<file path="src/rtl/fetch_queue_unit.sv">
// Instruction-fetch front end: sequential PC requests to instruction memory,
// in-order responses buffered with their PC in a small queue feeding decode.
module fetch_queue_unit #(
  parameter int unsigned        XLEN            = 64,
  parameter logic [XLEN-1:0]    RESET_PC        = '0,
  parameter int unsigned        QDEPTH          = 4,
  parameter int unsigned        MAX_OUTSTANDING = 2
) (
  input  logic            clk,
  input  logic            rst,
  output logic            imem_req_valid,
  input  logic            imem_req_ready,
  output logic [XLEN-1:0] imem_req_addr,
  input  logic            imem_rsp_valid,
  input  logic [31:0]     imem_rsp_data,
  input  logic            redirect_valid,
  input  logic [XLEN-1:0] redirect_pc,
  output logic            id_valid,
  input  logic            id_ready,
  output logic [31:0]     id_instr,
  output logic [XLEN-1:0] id_pc,
  output logic            fetch_idle
);

  localparam int unsigned PW = $clog2(QDEPTH);
  localparam int unsigned CW = PW + 1;
  localparam int unsigned IW = $clog2(MAX_OUTSTANDING + 1);
  localparam int unsigned SW = CW + IW;

  logic            r_run;
  logic [XLEN-1:0] r_fetch_pc;
  logic [XLEN-1:0] r_rsp_pc;
  logic [CW-1:0]   r_count;
  logic [IW-1:0]   r_inflight;
  logic [IW-1:0]   r_drop_cnt;
  logic [PW-1:0]   r_head;
  logic [PW-1:0]   r_tail;
  logic [31:0]     r_q_instr [QDEPTH];
  logic [XLEN-1:0] r_q_pc    [QDEPTH];

  logic [SW-1:0]   w_used;
  logic            w_req_valid;
  logic            w_req_fire;
  logic            w_rsp_ok;
  logic            w_rsp_drop;
  logic            w_push;
  logic            w_id_valid;
  logic            w_pop;
  logic [XLEN-1:0] w_redir_pc;
  logic            w_unused_redir;

  // Credit: slots already owed to live (non-dropped) responses count as used.
  assign w_used      = SW'(r_count) + SW'(r_inflight) - SW'(r_drop_cnt);
  assign w_req_valid = r_run && !redirect_valid && (r_inflight < IW'(MAX_OUTSTANDING))
                       && (w_used < SW'(QDEPTH));
  assign w_req_fire  = w_req_valid && imem_req_ready;
  assign w_rsp_ok    = imem_rsp_valid && (r_inflight != '0);
  assign w_rsp_drop  = w_rsp_ok && (r_drop_cnt != '0);
  assign w_push      = w_rsp_ok && (r_drop_cnt == '0) && !redirect_valid;
  assign w_id_valid  = (r_count != '0) && !redirect_valid;
  assign w_pop       = w_id_valid && id_ready;
  assign w_redir_pc  = {redirect_pc[XLEN-1:2], 2'b00};
  assign w_unused_redir = ^redirect_pc[1:0];

  assign imem_req_valid = w_req_valid;
  assign imem_req_addr  = r_fetch_pc;
  assign id_valid       = w_id_valid;
  assign id_instr       = r_q_instr[r_head];
  assign id_pc          = r_q_pc[r_head];
  assign fetch_idle     = (r_count == '0) && (r_inflight == '0);

  // Fetch/response PCs, occupancy, in-flight and drop bookkeeping.
  always_ff @(posedge clk or negedge rst) begin
    if (!rst) begin
      r_run      <= 1'b0;
      r_fetch_pc <= RESET_PC;
      r_rsp_pc   <= RESET_PC;
      r_count    <= '0;
      r_inflight <= '0;
      r_drop_cnt <= '0;
      r_head     <= '0;
      r_tail     <= '0;
    end else begin
      r_run      <= 1'b1;
      r_inflight <= r_inflight + IW'(w_req_fire) - IW'(w_rsp_ok);
      if (redirect_valid) begin
        // Every response still owed after this cycle belongs to the old path.
        r_fetch_pc <= w_redir_pc;
        r_rsp_pc   <= w_redir_pc;
        r_count    <= '0;
        r_head     <= '0;
        r_tail     <= '0;
        r_drop_cnt <= r_inflight - IW'(w_rsp_ok);
      end else begin
        if (w_req_fire) begin
          r_fetch_pc <= r_fetch_pc + XLEN'(4);
        end
        if (w_push) begin
          r_rsp_pc <= r_rsp_pc + XLEN'(4);
          r_tail   <= r_tail + PW'(1);
        end
        if (w_pop) begin
          r_head <= r_head + PW'(1);
        end
        if (w_rsp_drop) begin
          r_drop_cnt <= r_drop_cnt - IW'(1);
        end
        r_count <= r_count + CW'(w_push) - CW'(w_pop);
      end
    end
  end

  // Queue storage: word and PC written at the tail on an accepted response.
  always_ff @(posedge clk or negedge rst) begin
    if (!rst) begin
      for (int i = 0; i < QDEPTH; i++) begin
        r_q_instr[i] <= 32'h0;
        r_q_pc[i]    <= '0;
      end
    end else if (w_push) begin
      r_q_instr[r_tail] <= imem_rsp_data;
      r_q_pc[r_tail]    <= r_rsp_pc;
    end else begin
      r_q_instr[r_tail] <= r_q_instr[r_tail];
    end
  end

  fetch_queue_unit_chk #(.IW(IW)) u_chk (
    .clk       (clk),
    .rst       (rst),
    .rsp_valid (imem_rsp_valid),
    .inflight  (r_inflight)
  );

endmodule

// Protocol checker: a response with nothing in flight is illegal.
module fetch_queue_unit_chk #(
  parameter int unsigned IW = 2
) (
  input logic          clk,
  input logic          rst,
  input logic          rsp_valid,
  input logic [IW-1:0] inflight
);

  a_rsp_without_request: assert property (@(posedge clk) disable iff (!rst)
    !(rsp_valid && (inflight == '0)));

endmodule

</file>
<file path="config.mk">
export PLATFORM = sky130hd
export DESIGN_NAME = fetch_queue_unit
export DESIGN_NICKNAME = d
export VERILOG_FILES = /design/src/rtl/fetch_queue_unit.sv
export SDC_FILE = /design/constraint.sdc
export NUM_CORES = 1
export LEC_CHECK = 0
export CAP_MARGIN = 25
export CORE_UTILIZATION = 52
export CTS_CLUSTER_SIZE = 25
export DETAILED_ROUTE_END_ITERATION = 16
export PLACE_DENSITY = 0.77
export SLEW_MARGIN = 10
export SYNTH_ARGS = -nofsm -noshare
export SYNTH_HDL_FRONTEND = slang
export SYNTH_HIERARCHICAL = 1
export SYNTH_SLANG_ARGS = --single-unit
</file>
<file path="constraint.sdc">
create_clock -name clk -period 3.7 [get_ports clk]
set_input_delay 0.555 -clock clk [delete_from_list [all_inputs] [get_ports clk]]
set_output_delay 0.555 -clock clk [all_outputs]
set_load 0.01 [all_outputs]
</file>
==> run metrics <==
dpl cells 2,966; Setup crit end imem_req_valid; clock group share of total power 27.0%; final-stage net count 2,478; Die Ht 224 microns; Net Switching 0.00645 W; Final period util 95.6%; pin count of the biggest net entering global routing 94; die footprint 0.0504 sq mm; reg2reg start r_count[1]; die width 224 microns; Clock Path Buffers 3; Req. time, crit path 3140 ps; commonest non-fill, non-tap cells in the layout 509 x dfrtp_1, 264 x mux2_2, 255 x clkdlybuf4s50_1, 206 x nor2_1, 151 x a21oi_1; Cells after Synth 2,166; Area Growth Syn to Fin 20.3%; R2R Setup Slk 360 ps; Avg Vias per Cell 6.30; top cell type's share of synthesized area 49.8%; Worst Reg2Reg Path Length in Cells 10; hpwl dp 46,800 microns; Crit path arrival time 2980 ps; final cell count without fillers 3,060; clk_lat worst skew 600 ps; Post-route DRC 0; status finished with violations; Synth Register Bits 512; Comb pwr share 34.5%; leakage power figure 12.2 nW; H-Tree Depth 2; Post-synth ARST share 100%; GPL Wtd Cong 0.905; antenna violations before repair 4; drt pass-1 iters 6; # fillers 3,665; commonest non-fill, non-tap cell in the layout dfrtp_1; fin crit period 3540 ps; sw frac 31.0%; clk_skew 21.7 ps; final setup TNS 0 ps; TritonCTS clock tree done; CTS sink count 512; Seq pwr share 38.4%; post-layout power 0.0208 W; Yosys top cell by area dfrtp_1; YS warnings 6; Synth cell types 65; WS Path Type reg2out; drt wl/cell 22.8 microns; Post-CTS Setup Inserts 0; total track usage 27.9%; Hold Slack -48.3 ps; CTS resizes 3; Power per Cell Area 672 mW/mm^2; Hold/Removal Path Class in2async; RSZ-0062 raised after global routing false; Max Clk Rate 0.283 GHz; Worst slew margin 45.9%; CP endpoint kind output port; Starting Density 52.7%; final count of hold timing violations 2; worst-path fanout max 11; max_cap viols 0; clock transition at the registers of the reported paths 60 ps; Post-DRT Antenna Nets 0; sequential area share after synthesis 49.8%; Syn Area/Cell 11.9 sq um; core area 0.0488 sq mm; I/O Buffers 258; violated checks negative hold slack; I/O Pins 265; Slew Viols, Final 0; Area contributors post-synth dfrtp_1 50%, mux2_2 12%, mux4_2 11%; GRT Residual Overflow 0; Critical Path Start Type flip-flop; Post-synth EDFFs 0; first-pass GRT wire length 110,000 microns; Setup violations, final 0; RR Endpoint imem_req_addr[31]; final WL 69,900 microns; Critical path origin r_count[1]; via count 19,300; Detailed Route Iter0 Violations 1,578; Internal 0.0143 W; row count 81; worst vdd ir 0.000503 V; Least-Margin Pin Slew 803 ps; cts hold-fix bufs 0; vias in the first global route 19,600; root buffer cell clkbuf_16; Mapped Area 0.0257 sq mm; Num CTS Buffers 54; layout cells sized above 1 23.2%; ys flop type dfrtp_1
[kinds of logic after synthesis]
family	Yosys count	synth area share, %
and+or+nand+nor	612	12.1
xor gates and xnor gates	48	1.63
DFF	512	49.8
buffers and inverters	219	3.29
other	2	0.0292
muxes	431	24.2
adders and majority gates	18	0.934
AOI/OAI and AO/OA	324	8.00
[power by group through the flow]
| stage | Clock, W | Combinational (W) | Sequential, W |
|---|---|---|---|
| 4_1_cts | 0.00568 | 0.00725 | 0.00797 |
| 3_5_place_dp | 0 | 0.00718 | 0.00805 |
| 2_1_floorplan | 0 | 0.00447 | 0.00765 |
| 5_1_grt | 0.00590 | 0.00772 | 0.00817 |
| 3_3_place_gp | 0 | 0.00699 | 0.00790 |
| 6_report | 0.00562 | 0.00719 | 0.00800 |
[layout make-up]
| cell class | instances | area, sq um | area share (%) |
|---|---|---|---|
| flip-flops and latches | 512 | 12800 | 41.4 |
| multi-input cells | 1438 | 12100 | 39.2 |
| repair buffers | 312 | 3190 | 10.3 |
| clock buffers | 81 | 1620 | 5.23 |
| well taps | 664 | 831 | 2.69 |
| clock inverters | 11 | 208 | 0.671 |
| inverters | 40 | 153 | 0.493 |
| diodes | 2 | 5.00 | 0.0162 |
[registers in the layout, summed over array words and instances (netlist names)]
register / count
imem_req_addr: 62
r_count: 3
r_drop_cnt: 2
r_head: 2
r_inflight: 2
r_q_instr: 128
r_q_pc: 248
r_rsp_pc: 62
r_run: 1
r_tail: 2
[routing by layer]
metal | vias up | track usage [%] | routed length (microns)
met5 | - | 0 | 27
met4 | 4 | 11.3 | 2390
met3 | 141 | 5.47 | 5250
met2 | 745 | 44.9 | 33900
met1 | 9951 | 37.4 | 28300
li1 | 8436 | - | -
[how the worst min path moves through the flow]
| stage | endpoint | start | cells after the start |
|---|---|---|---|
| floorplan | imem_req_addr[10] | rst | 0 |
| detailed placement | r_q_pc[119] | r_q_pc[119] | 1 |
| CTS | r_q_pc[207] | rst | 1 |
| global placement | r_q_pc[96] | r_q_pc[96] | 1 |
| global route | r_q_pc[207] | rst | 1 |
| finish | r_q_pc[207] | rst | 1 |
[synthesized netlist by cell type (5+ instances only)]
library cell and instances:
a2111oi_0 6, a211o_1 5, a211oi_1 18, a21boi_0 6
a21oi_1 152, a221o_1 5, a31oi_1 37, and2_1 12
and3_1 27, and4_1 23, buf_1 19, buf_2 7
clkbuf_1 149, dfrtp_1 512, ha_1 16, inv_1 39
mux2_2 264, mux2i_1 41, mux4_2 126, nand2_1 92
nand2b_1 6, nand3_1 57, nand4_1 54, nor2_1 207
nor2b_1 10, nor3_1 27, nor4_1 34, o211ai_1 13
o21ai_0 23, o31a_1 8, o31ai_1 19, or3_1 21
or4_1 24, xnor2_1 28, xor2_1 20
[critical path, cell delays in order, from the launching register on]
cell and delay [ps]:
dfrtp_1 380, inv_1 100, fa_1 540, inv_1 50
ha_1 260, nand3b_1 110, a211o_4 450, a21oi_1 260
clkbuf_2 220
[per-stage QoR]
stage	hold slack [ps]	utilization [%]	worst slack, ps	instance area, sq um
floorplan	259	-	16.4	25700
global placement	483	59.6	254	29100
detailed placement	490	59.6	246	29100
CTS	8.40	63.3	20.4	30900
global route	38.8	63.3	42.0	30900
finish	-48.3	63.3	163	30900
Power figures use the tool's default switching activity.
